--- src/rtl/seq_gen_1011.sv ---
// Serial pattern generator: sends PATTERN (MSB first) reps times per frame,
// with gap zero bits between repetitions and a one-cycle done pulse at the end.
//
// state | meaning
// IDLE  | waiting for start with nonzero reps
// SEND  | shifting out the four pattern bits
// GAP   | emitting zero bits between repetitions
// DONE  | one-cycle end-of-frame pulse
module seq_gen_1011 #(
   parameter logic [3:0] PATTERN = 4'b1011
) (
   input  logic       clk,
   input  logic       rst,
   input  logic       start,
   input  logic [3:0] reps,
   input  logic [1:0] gap,
   input  logic       abort,
   output logic       out,
   output logic       out_valid,
   output logic       busy,
   output logic       done
);

   typedef enum logic [1:0] {IDLE, SEND, GAP, DONE} state_t;

   state_t     state, state_nxt;
   logic [1:0] bit_idx, bit_nxt;
   logic [3:0] rep_cnt, rep_nxt;
   logic [3:0] rep_dec;
   logic [1:0] gap_lat, gap_lat_nxt;
   logic [1:0] gap_cnt, gap_cnt_nxt;
   logic       out_nxt, valid_nxt, busy_nxt, done_nxt;

   // Next-state, counter and output decode; outputs follow the next state so
   // they land in registers aligned with the state they describe.
   always_comb begin
      state_nxt   = state;
      bit_nxt     = bit_idx;
      rep_nxt     = rep_cnt;
      gap_lat_nxt = gap_lat;
      gap_cnt_nxt = gap_cnt;
      rep_dec     = rep_cnt - 4'd1;

      case (state)
         IDLE: begin
            if (start && (reps != 4'd0)) begin
               state_nxt   = SEND;
               bit_nxt     = 2'd3;
               rep_nxt     = reps;
               gap_lat_nxt = gap;
               gap_cnt_nxt = 2'd0;
            end
         end
         SEND: begin
            if (abort) begin
               state_nxt   = IDLE;
               bit_nxt     = 2'd0;
               rep_nxt     = 4'd0;
               gap_lat_nxt = 2'd0;
               gap_cnt_nxt = 2'd0;
            end else if (bit_idx != 2'd0) begin
               bit_nxt = bit_idx - 2'd1;
            end else begin
               rep_nxt = rep_dec;
               if (rep_dec == 4'd0) begin
                  state_nxt = DONE;
               end else if (gap_lat == 2'd0) begin
                  state_nxt = SEND;
                  bit_nxt   = 2'd3;
               end else begin
                  state_nxt   = GAP;
                  gap_cnt_nxt = gap_lat;
               end
            end
         end
         GAP: begin
            if (abort) begin
               state_nxt   = IDLE;
               bit_nxt     = 2'd0;
               rep_nxt     = 4'd0;
               gap_lat_nxt = 2'd0;
               gap_cnt_nxt = 2'd0;
            end else if (gap_cnt == 2'd1) begin
               state_nxt   = SEND;
               bit_nxt     = 2'd3;
               gap_cnt_nxt = 2'd0;
            end else begin
               gap_cnt_nxt = gap_cnt - 2'd1;
            end
         end
         DONE: begin
            state_nxt   = IDLE;
            bit_nxt     = 2'd0;
            rep_nxt     = 4'd0;
            gap_lat_nxt = 2'd0;
            gap_cnt_nxt = 2'd0;
         end
         default: begin
            state_nxt = IDLE;
         end
      endcase

      out_nxt   = (state_nxt == SEND) ? PATTERN[bit_nxt] : 1'b0;
      valid_nxt = (state_nxt == SEND) || (state_nxt == GAP);
      busy_nxt  = valid_nxt;
      done_nxt  = (state_nxt == DONE);
   end

   // State, counters and registered outputs; reset wins over everything.
   always_ff @(posedge clk) begin
      if (rst) begin
         state     <= IDLE;
         bit_idx   <= 2'd0;
         rep_cnt   <= 4'd0;
         gap_lat   <= 2'd0;
         gap_cnt   <= 2'd0;
         out       <= 1'b0;
         out_valid <= 1'b0;
         busy      <= 1'b0;
         done      <= 1'b0;
      end else begin
         state     <= state_nxt;
         bit_idx   <= bit_nxt;
         rep_cnt   <= rep_nxt;
         gap_lat   <= gap_lat_nxt;
         gap_cnt   <= gap_cnt_nxt;
         out       <= out_nxt;
         out_valid <= valid_nxt;
         busy      <= busy_nxt;
         done      <= done_nxt;
      end
   end

endmodule

--- config.mk ---
export PLATFORM = sky130hd
export DESIGN_NAME = seq_gen_1011
export DESIGN_NICKNAME = d
export VERILOG_FILES = /design/src/rtl/seq_gen_1011.sv
export SDC_FILE = /design/constraint.sdc
export NUM_CORES = 1
export LEC_CHECK = 0
export CORE_MARGIN = 2
export CORE_UTILIZATION = 53
export CTS_CLUSTER_DIAMETER = 120
export CTS_CLUSTER_SIZE = 25
export DETAILED_ROUTE_END_ITERATION = 6
export GPL_ROUTABILITY_DRIVEN = 0
export GPL_TIMING_DRIVEN = 0
export PLACE_DENSITY = 0.78
export SYNTH_ARGS = -nofsm -noshare
export SYNTH_HDL_FRONTEND = slang
export SYNTH_SLANG_ARGS = --single-unit
--- constraint.sdc ---
create_clock -name clk -period 2.2 [get_ports clk]
set_input_delay 0.44 -clock clk [delete_from_list [all_inputs] [get_ports clk]]
set_output_delay 0.44 -clock clk [all_outputs]
set_load 0.01 [all_outputs]
Word level (Yosys, flattened, before mapping)

Cells that the tools add are included.

Logic and storage cells: 72
Bits in registers: 15

Bitwise logic cells: 1
Reductions and logical operators: 12
Add/sub/neg operators: 3
Multiplexer cells: 34
Eq/ne operators: 13
Order comparisons: 1

Operators with widths:

| kind                                                                    | count |
|---|---|
| 2-bit two-way mux                                                       | 23 |
| 2-bit one-hot mux with 4 select lines                                   | 3 |
| 4-bit two-way mux                                                       | 4 |
| 4-bit one-hot mux with 4 select lines                                   | 1 |
| 3-bit inequality test, second input constant                            | 3 |
| 2-bit equality test, second input constant                              | 4 |
| 2-bit by 1-bit equality test with 1-bit output, second input constant   | 3 |
| 2-bit one-hot mux with 3 select lines                                   | 1 |
| 2-bit logical NOT                                                       | 2 |
| 4-bit logical NOT                                                       | 1 |
| 2-bit inequality test, second input constant                            | 2 |
| 4-bit AND reduction                                                     | 1 |
| 4-bit nonzero test                                                      | 1 |
| 2-bit OR reduction                                                      | 2 |
| 2-bit by 1-bit subtractor with 2-bit output, second input constant      | 2 |
| 4-bit by 1-bit subtractor with 4-bit output, second input constant      | 1 |
| 2-bit by 3-bit < comparator with 1-bit output, second input constant    | 1 |
| 3-bit AND reduction                                                     | 1 |
| 1-bit binary-select mux with 2-bit select                               | 1 |
| 2-bit by 1-bit inequality test with 1-bit output, second input constant | 1 |
| 2-bit AND reduction                                                     | 1 |
| 2-bit nonzero test                                                      | 1 |
| 1-bit logical AND                                                       | 1 |
| 1-bit logical OR                                                        | 1 |
| 2 further kinds                                                         | 2 |

Logic depth before layout (Yosys ltp)

Gate-level depths: netlist of the first run.

Depth in word-level cells: 9
Gate-level depth with buffers: 8

Least setup slack after synthesis of the first run

No wires, ideal clock.

Path kind: register -> register
Start point: register rep_cnt[0]
End point: register busy
Arrival: 1.723 ns
Path buffers: 0
Setup slack: 0.419 ns
Required time: 2.141 ns
Setup time: 0.059 ns
Cell stages (with the launch flop): 9
Path through: dfxtp_1 > inv_1 > ha_1 > nor3b_1 > nand3_2 > a211oi_2 > o221ai_2 > or3_1 > nand2_1

Word-level cells in the longest chain between the ends: 8
Elaborated cells on any way between the ends: 9

Ends and longest elaborated chain:

| element                                                                                      | RTL line | text |
|---|---|---|
| start, declared                                                                              | 28       | `logic [3:0] rep_cnt, rep_nxt;` |
| start signal, assigned                                                                       | 124      | `rep_cnt <= rep_nxt;` |
| 4-bit by 1-bit subtractor with 4-bit output *                                                | 42       | `rep_dec = rep_cnt - 4'd1;` |
| 4-bit logical NOT *                                                                          | 65       | `if (rep_dec == 4'd0) begin` |
| 2-bit two-way mux *                                                                          | 65       |  |
| 2-bit two-way mux *                                                                          | 61       | `end else if (bit_idx != 2'd0) begin` |
| 2-bit two-way mux *                                                                          | 55       | `if (abort) begin` |
| 2-bit one-hot mux with 4 select lines *                                                      | 44       | `case (state)` |
| 2-bit by 1-bit equality test with 1-bit output / 2-bit equality test (equally long branches) | 104      | `valid_nxt = (state_nxt == SEND) \|\| (state_nxt == GAP);` |
| 1-bit logical OR *                                                                           | 104      |  |
| end signal, assigned                                                                         | 129      | `busy <= busy_nxt;` |
| end, declared                                                                                | 20       | `output logic busy,` |

Every way passes the cells marked *; elsewhere a longest branch is shown, timed or not.
A chain may end at the register's enable or synchronous reset.

Worst setup path in the final report of the first run

Start point: register state[1]
End point: register busy

Word-level cells in the longest chain between the ends: 5
Elaborated cells on any way between the ends: 13

Ends and longest elaborated chain:

| element                                                                                      | RTL line | text |
|---|---|---|
| start, declared                                                                              | 26       | `state_t state, state_nxt;` |
| start signal, assigned                                                                       | 122      | `state <= state_nxt;` |
| 2-bit two-way mux, on equally long branches                                                  | 83, 61   |  |
| 2-bit two-way mux, on equally long branches                                                  | 77, 55   |  |
| 2-bit one-hot mux with 4 select lines *                                                      | 44       |  |
| 2-bit by 1-bit equality test with 1-bit output / 2-bit equality test (equally long branches) | 104      |  |
| 1-bit logical OR *                                                                           | 104      |  |

Marks and branches as above.

==> summary.md, run 1 <==
| Metric | Value |
|---|---|
| Outcome | complete, no violations |
| Sw Ratio | 0.364 |
| Clk slew on worst S/H paths | 0.09 ns |
| Die Height | 48.0 um |
| Post-CTS Repair Setup Buffers | 0 |
| CTS tree | built |
| Max Slew Vio Count | 0 |
| Gate count after technology mapping | 123 |
| Logic pwr share | 0.392 |
| Sequential-to-total area share from yosys stat | 0.293 |
| ANT cells | 0 |
| GRT overflow | 0 |
| # rows | 15 |
| #FFs+latches synth | 15 |
| Layout Skew | 0.00432 ns |
| Switching power | 0.298 mW |
| WHS | 0.482 ns |
| Area Growth Syn to Fin | 18.3% |
| Core ar. | 1760 sq um |
| Final hold vios | 0 |
| Yosys top cell by area | dfxtp_1 |
| Hold path depth | 2 |
| Clock tree buffer depth | 2 |
| Min-delay src | gap_cnt[1]$_SDFFE_PP0P_ |
| Num CTS Buffers | 3 |
| Static leakage | 0.456 nW |
| Tmin final | 2.05 ns |
| Ports | 14 |
| 1st-pass router iterations | 4 |
| Hold_buf cts | 0 |
| Number of global-route vias before repair | 854 |
| Setup CP Type | flip-flop to flip-flop |
| R2R depth | 8 |
| Routed wire length | 2090 um |
| R2r setup slk | 0.15 ns |
| Final Cycle Share | 0.932 |
| Vias per cell | 5.58 |
| Largest net degree at the start of global routing | 11 |
| Req. time, crit path | 2.44 ns |
| Hold Path Class | flip-flop to flip-flop |
| Fmax | 488 MHz |
| Worst Path Arrival | 2.29 ns |
| Syn Area/Cell | 8.33 sq um |
| Setup TNS | 0 ns |
| R2R Path Start | state[1]$_SDFF_PP0_ |
| Synth area leaders | dfxtp_1 (29%), ha_1 (8.5%), nor2_1 (5.5%) |
| Die X-Extent | 48.0 um |
| Sequential Power Share | 0.407 |
| Max-Slew Margin vs Limit | 0.690 |
| Starting Density | 0.581 |
| Drt first-iter violations | 13 |
| Top_reg_cell synth | dfxtp_1 |
| Worst hold path endpoint | gap_cnt[1]$_SDFFE_PP0P_ |
| Distinct cells, synth | 42 |
| Dpl hpwl | 1670 um |
| H-tree Lvls | 1 |
| Sinks on Clock Net | 15 |
| Async SR Flop Fraction | 0 |
| GR Util All Layers | 0.225 |
| Largest fanout on the critical path | 6 |
| Setup repair after global routing missed its margin | no |
| Peak supply drop | 0.000475 V |
| Share of the synthesized area in the top cell type | 0.293 |
| DR DRC count | 0 |
| Nets | 158 |
| Setup Viol. Count Final | 0 |
| Clk pwr share | 0.202 |
| Share of layout cells above drive strength 1 | 0.121 |
| Critical Path End Type | flip-flop |
| Post-CTS resize count | 0 |
| Syn Nets | 140 |
| Yosys warning count | 0 |
| Via count | 921 |
| Int Pwr | 0.520 mW |
| CP Launch Type | flip-flop |
| PortBufs | 13 |
| Antenna violations before repair | 0 |
| Latest clock arrival within the worst-skew pair | 0.29 ns |
| Post-route ant nets | 0 |
| Max Cap Viol | 0 |
| WL/cell | 12.6 um |
| Reg2reg end | busy$_SDFF_PP0_ |
| Post-Syn Area | 1020 sq um |
| Power per standard cell area | 674 nW/um^2 |
| First-pass GRT wire length | 3610 um |
| Slew @ Worst Pin | 0.465 ns |
| Total Die Area | 2300 sq um |
| Post-synth EDFFs | 0 |
| CTS Root Cell | clkbuf_4 |
## worst max-delay path: stages, from the launching register on
cell and delay, ns:
dfxtp_1 0.38, inv_1 0.12, ha_1 0.25, nand2b_1 0.18, nand2b_1 0.29, a211oi_2 0.21, o221ai_2 0.18, or3_1 0.33
nand2_1 0.06
## final cells by class
| class | count | area (sq um) |
|---|---|---|
| multi-input cells | 94 | 667 |
| well taps | 25 | 31.3 |
| inverters | 10 | 37.5 |
| plain buffers | 4 | 20.0 |
| repair buffers | 13 | 130 |
| fillers | 156 | 552 |
| clock buffers | 4 | 26.3 |
| flip-flops and latches | 15 | 300 |
## synth_stat cells (2+ instances only)
cell type   n
nor3b_1     2
o211ai_1    3
a31oi_1     3
clkbuf_1    2
or3_1       4
nor2_1     15
ha_1        7
nor3_1      3
a211oi_2    2
nand4_1     2
nand2b_1    5
a21oi_1     7
a22oi_1     3
o21ai_0     2
nand2_2     2
nand2_1    12
inv_1      10
dfxtp_1    15
## logic make-up after synthesis
logic type               share of synthesized area
AO/OA/AOI/OAI                                0.289
XOR/XNOR                                   0.00855
adder cells (fa/ha/maj)                     0.0855
buffers and inverters                       0.0562
flip-flops                                   0.293
multiplexers                                0.0110
AND/OR/NAND/NOR                              0.256
## layout by cell type (no fill, tap or decap), types with 4 or more instances in the layout
cell type	count
nor2_1	15
nand2_1	12
dfxtp_1	15
ha_1	7
nand2b_1	5
or3_1	4
inv_1	10
clkdlybuf4s50_1	13
a21oi_1	7
## power by group through the flow
stage | Sequential, mW | Clock [mW] | Combinational, mW
floorplan | 0.335 | 0 | 0.234
global placement | 0.337 | 0 | 0.313
detailed placement | 0.339 | 0 | 0.319
CTS | 0.333 | 0.165 | 0.321
global route | 0.339 | 0.178 | 0.360
finish | 0.332 | 0.165 | 0.320
## state kept, by name, summed over array words and instances, names as in the netlist
name and count:
state 2, gap_lat 2, bit_idx 2, out 1, rep_cnt 4, gap_cnt 2
busy 1, done 1
## worst max-delay path by stage
stage,startpoint,to,cells past startpoint
after CTS,state[1]$_SDFF_PP0_,out$_SDFF_PP0_,8
after detailed placement,abort,busy$_SDFF_PP0_,7
after floorplan,rep_cnt[0]$_SDFFE_PP0P_,busy$_SDFF_PP0_,8
final,state[1]$_SDFF_PP0_,busy$_SDFF_PP0_,8
after global placement,abort,busy$_SDFF_PP0_,7
after global routing,state[1]$_SDFF_PP0_,out$_SDFF_PP0_,8
## per-stage QoR
step / area, sq um / worst slack [ns] / util / instances / power (mW)
3_3_place_gp: 1190 / -0.111 / 0.672 / 161 / 0.650
2_1_floorplan: 1020 / 0.419 / - / 123 / 0.569
5_1_grt: 1210 / 0.0101 / 0.687 / 165 / 0.877
6_report: 1210 / 0.149 / 0.687 / 165 / 0.817
4_1_cts: 1210 / 0.146 / 0.687 / 165 / 0.819
3_5_place_dp: 1190 / -0.133 / 0.672 / 161 / 0.658
## routing by layer
layer	vias up	global-route usage	wire length, um
met5	-	0	0
met4	0	0.0973	55
met3	6	0.0491	47
met2	12	0.379	1000
met1	428	0.274	982
li1	475	-	-
Note: power is estimated with default switching activity, not from simulation.
==> inputs of run 2 (changes only) <==
- clock period: 2.2 -> 2 ns (I/O delays scaled with it)
==> summary.md, run 2 (synthesis results as in run 1) <==
| Metric | Value |
|---|---|
| Outcome | complete, no violations |
| Dpl hpwl | 1670 um (unchanged) |
| Antenna violations before repair | 0 (unchanged) |
| WHS | 0.482 ns (+0.000235 ns) |
| Clk slew on worst S/H paths | 0.10 ns (about the same) |
| 1st-pass router iterations | 6 (+2) |
| Hold Path Class | flip-flop to flip-flop |
| CTS tree | built |
| Total Die Area | 2300 sq um (unchanged) |
| Buf/Inv on CP | 1 (unchanged) |
| Static leakage | 0.475 nW (+4.1%) |
| Post-route ant nets | 0 (unchanged) |
| Max-Slew Margin vs Limit | 0.688 (-0.00191) |
| Commonest cells after routing, fill and taps aside | nor2_1 (15), clkdlybuf4s50_1 (13), nand2_1 (12) |
| CTS Root Cell | clkbuf_4 |
| Layout Skew | 0.00254 ns (-0.00178 ns) |
| Sinks on Clock Net | 15 (unchanged) |
| Num CTS Buffers | 3 (unchanged) |
| Clock tree buffer depth | 2 (unchanged) |
| Setup TNS | 0 ns (unchanged) |
| Slowest CP cell | dfxtp_2 |
| Setup repair after global routing missed its margin | yes |
| GRT overflow | 0 (unchanged) |
| Delay-heaviest family, CP | simple AND/OR/NAND/NOR gates |
| Starting Density | 0.581 (unchanged) |
| Latest clock arrival within the worst-skew pair | 0.29 ns (about the same) |
| Most common cell after layout, fill and taps aside | nor2_1 |
| Via count | 916 (-0.54%) |
| Largest net degree at the start of global routing | 11 (unchanged) |
| Critical Path End Type | flip-flop |
| Worst path max stage delay | 0.35 ns (-0.03 ns) |
| Number of flip-flops in the largest register | 4 (unchanged) |
| # rows | 15 (unchanged) |
| GR Util All Layers | 0.225 (unchanged) |
| DR DRC count | 0 (unchanged) |
| Req. time, crit path | 2.24 ns (-0.20 ns) |
| Hold_buf cts | 0 (unchanged) |
| Ports | 14 (unchanged) |
| Worst Path Arrival | 2.15 ns (-0.14 ns) |
| WL/cell | 12.9 um (+2.0%) |
| Share of layout cells above drive strength 1 | 0.184 (+0.0630) |
| Power per standard cell area | 738 nW/um^2 (+9.4%) |
| Largest fanout on the critical path | 5 (-1) |
| Routed wire length | 2140 um (+2.6%) |
| PortBufs | 13 (unchanged) |
| ANT cells | 0 (unchanged) |
| Design area | 1240 sq um (+2.6%) |
| Critical Path, Cell by Cell | inv_1, ha_1, nand4b_1, and2_1, a211oi_2, o221ai_2, or3_1, nand2_1 |
| Fmax | 523 MHz (+7.3%) |
| Largest Register | rep_cnt |
| Final Cycle Share | 0.956 (+0.0238) |
| H-tree Lvls | 1 (unchanged) |
| Area Growth Syn to Fin | 21.4% |
| CP Launch Type | flip-flop |
| Slew @ Worst Pin | 0.468 ns (+0.00286 ns) |
| Setup CP Type | flip-flop to flip-flop |
| Drt first-iter violations | 10 (-3) |
| Setup Viol. Count Final | 0 (unchanged) |
| First-pass GRT wire length | 3610 um (unchanged) |
| Peak supply drop | 0.000544 V (+14%) |
| Vias per cell | 5.52 (-1.1%) |
| Final hold vios | 0 (unchanged) |
| Number of global-route vias before repair | 854 (unchanged) |
| Core ar. | 1760 sq um (unchanged) |
| Die X-Extent | 48.0 um (unchanged) |
| Max Slew Vio Count | 0 (unchanged) |
| Max Cap Viol | 0 (unchanged) |
| Tmin final | 1.91 ns (-0.139 ns) |
| Placed Area | 1190 sq um (unchanged) |
| Nets | 159 (+0.63%) |
| Die Height | 48.0 um (unchanged) |
## run 2: final timing paths
check | from | end | slack (ns) | depth (start not counted)
worst max-delay path | rep_cnt[1]$_SDFFE_PP0P_ | busy$_SDFF_PP0_ | 0.09 | 8
worst min-delay path | gap_cnt[1]$_SDFFE_PP0P_ | gap_cnt[1]$_SDFFE_PP0P_ | 0.48 | 2
worst max register to register | rep_cnt[1]$_SDFFE_PP0P_ | busy$_SDFF_PP0_ | 0.09 | 8
worst min register to register | gap_cnt[1]$_SDFFE_PP0P_ | gap_cnt[1]$_SDFFE_PP0P_ | 0.48 | 2
## run 2: worst min-delay path, delay by kind of cell (launching register included)
kind | cells | cell delay [ns]
AOI/OAI and AO/OA | 1 | 0.05
DFF | 1 | 0.32
and+or+nand+nor | 1 | 0.07
## run 2: through the flow
step | instances | setup slack (ns) | power, mW | utilization
3_5_place_dp | 161 | -0.293 | 0.724 | 0.672
6_report | 166 | 0.0879 | 0.918 | 0.705
4_1_cts | 165 | 0.0218 | 0.904 | 0.691
5_1_grt | 166 | -0.00337 | 0.978 | 0.705
2_1_floorplan | 123 | 0.219 | 0.626 | -
3_3_place_gp | 161 | -0.271 | 0.715 | 0.672
## run 2: power breakdown
group	leakage, nW	total [mW]	internal [mW]	switching, mW
clock	0.0150	0.185	0.0776	0.107
sequential	0.125	0.369	0.336	0.0333
combinational	0.335	0.363	0.167	0.197
## run 2: timing repair
action                                  in CTS  in global routing
hold endpoints to repair                     0                  0
endpoints found under the setup margin       2                  2
pin swaps                                    0                  1
resized for setup                            4                  6
setup buffers                                0                  1
## run 2: final cells by class
class,instances,area (sq um)
flip-flops and latches,15,308
fillers,153,520
multi-input cells,94,682
well taps,25,31.3
repair buffers,14,138
clock buffers,4,26.3
plain buffers,4,21.3
inverters,10,37.5
## run 2: metal layers
| metal | vias up | track usage | routed length [um] |
|---|---|---|---|
| li1 | 474 | - | - |
| met1 | 424 | 0.274 | 1040 |
| met2 | 12 | 0.379 | 1000 |
| met3 | 6 | 0.0491 | 47 |
| met4 | 0 | 0.0973 | 55 |
| met5 | - | 0 | 0 |
==> inputs of run 3 (changes only) <==
- SLEW_MARGIN: unset -> 20
==> results of run 3 <==
Same layout as run 2: the final DEF is identical, and so are final timing and power.
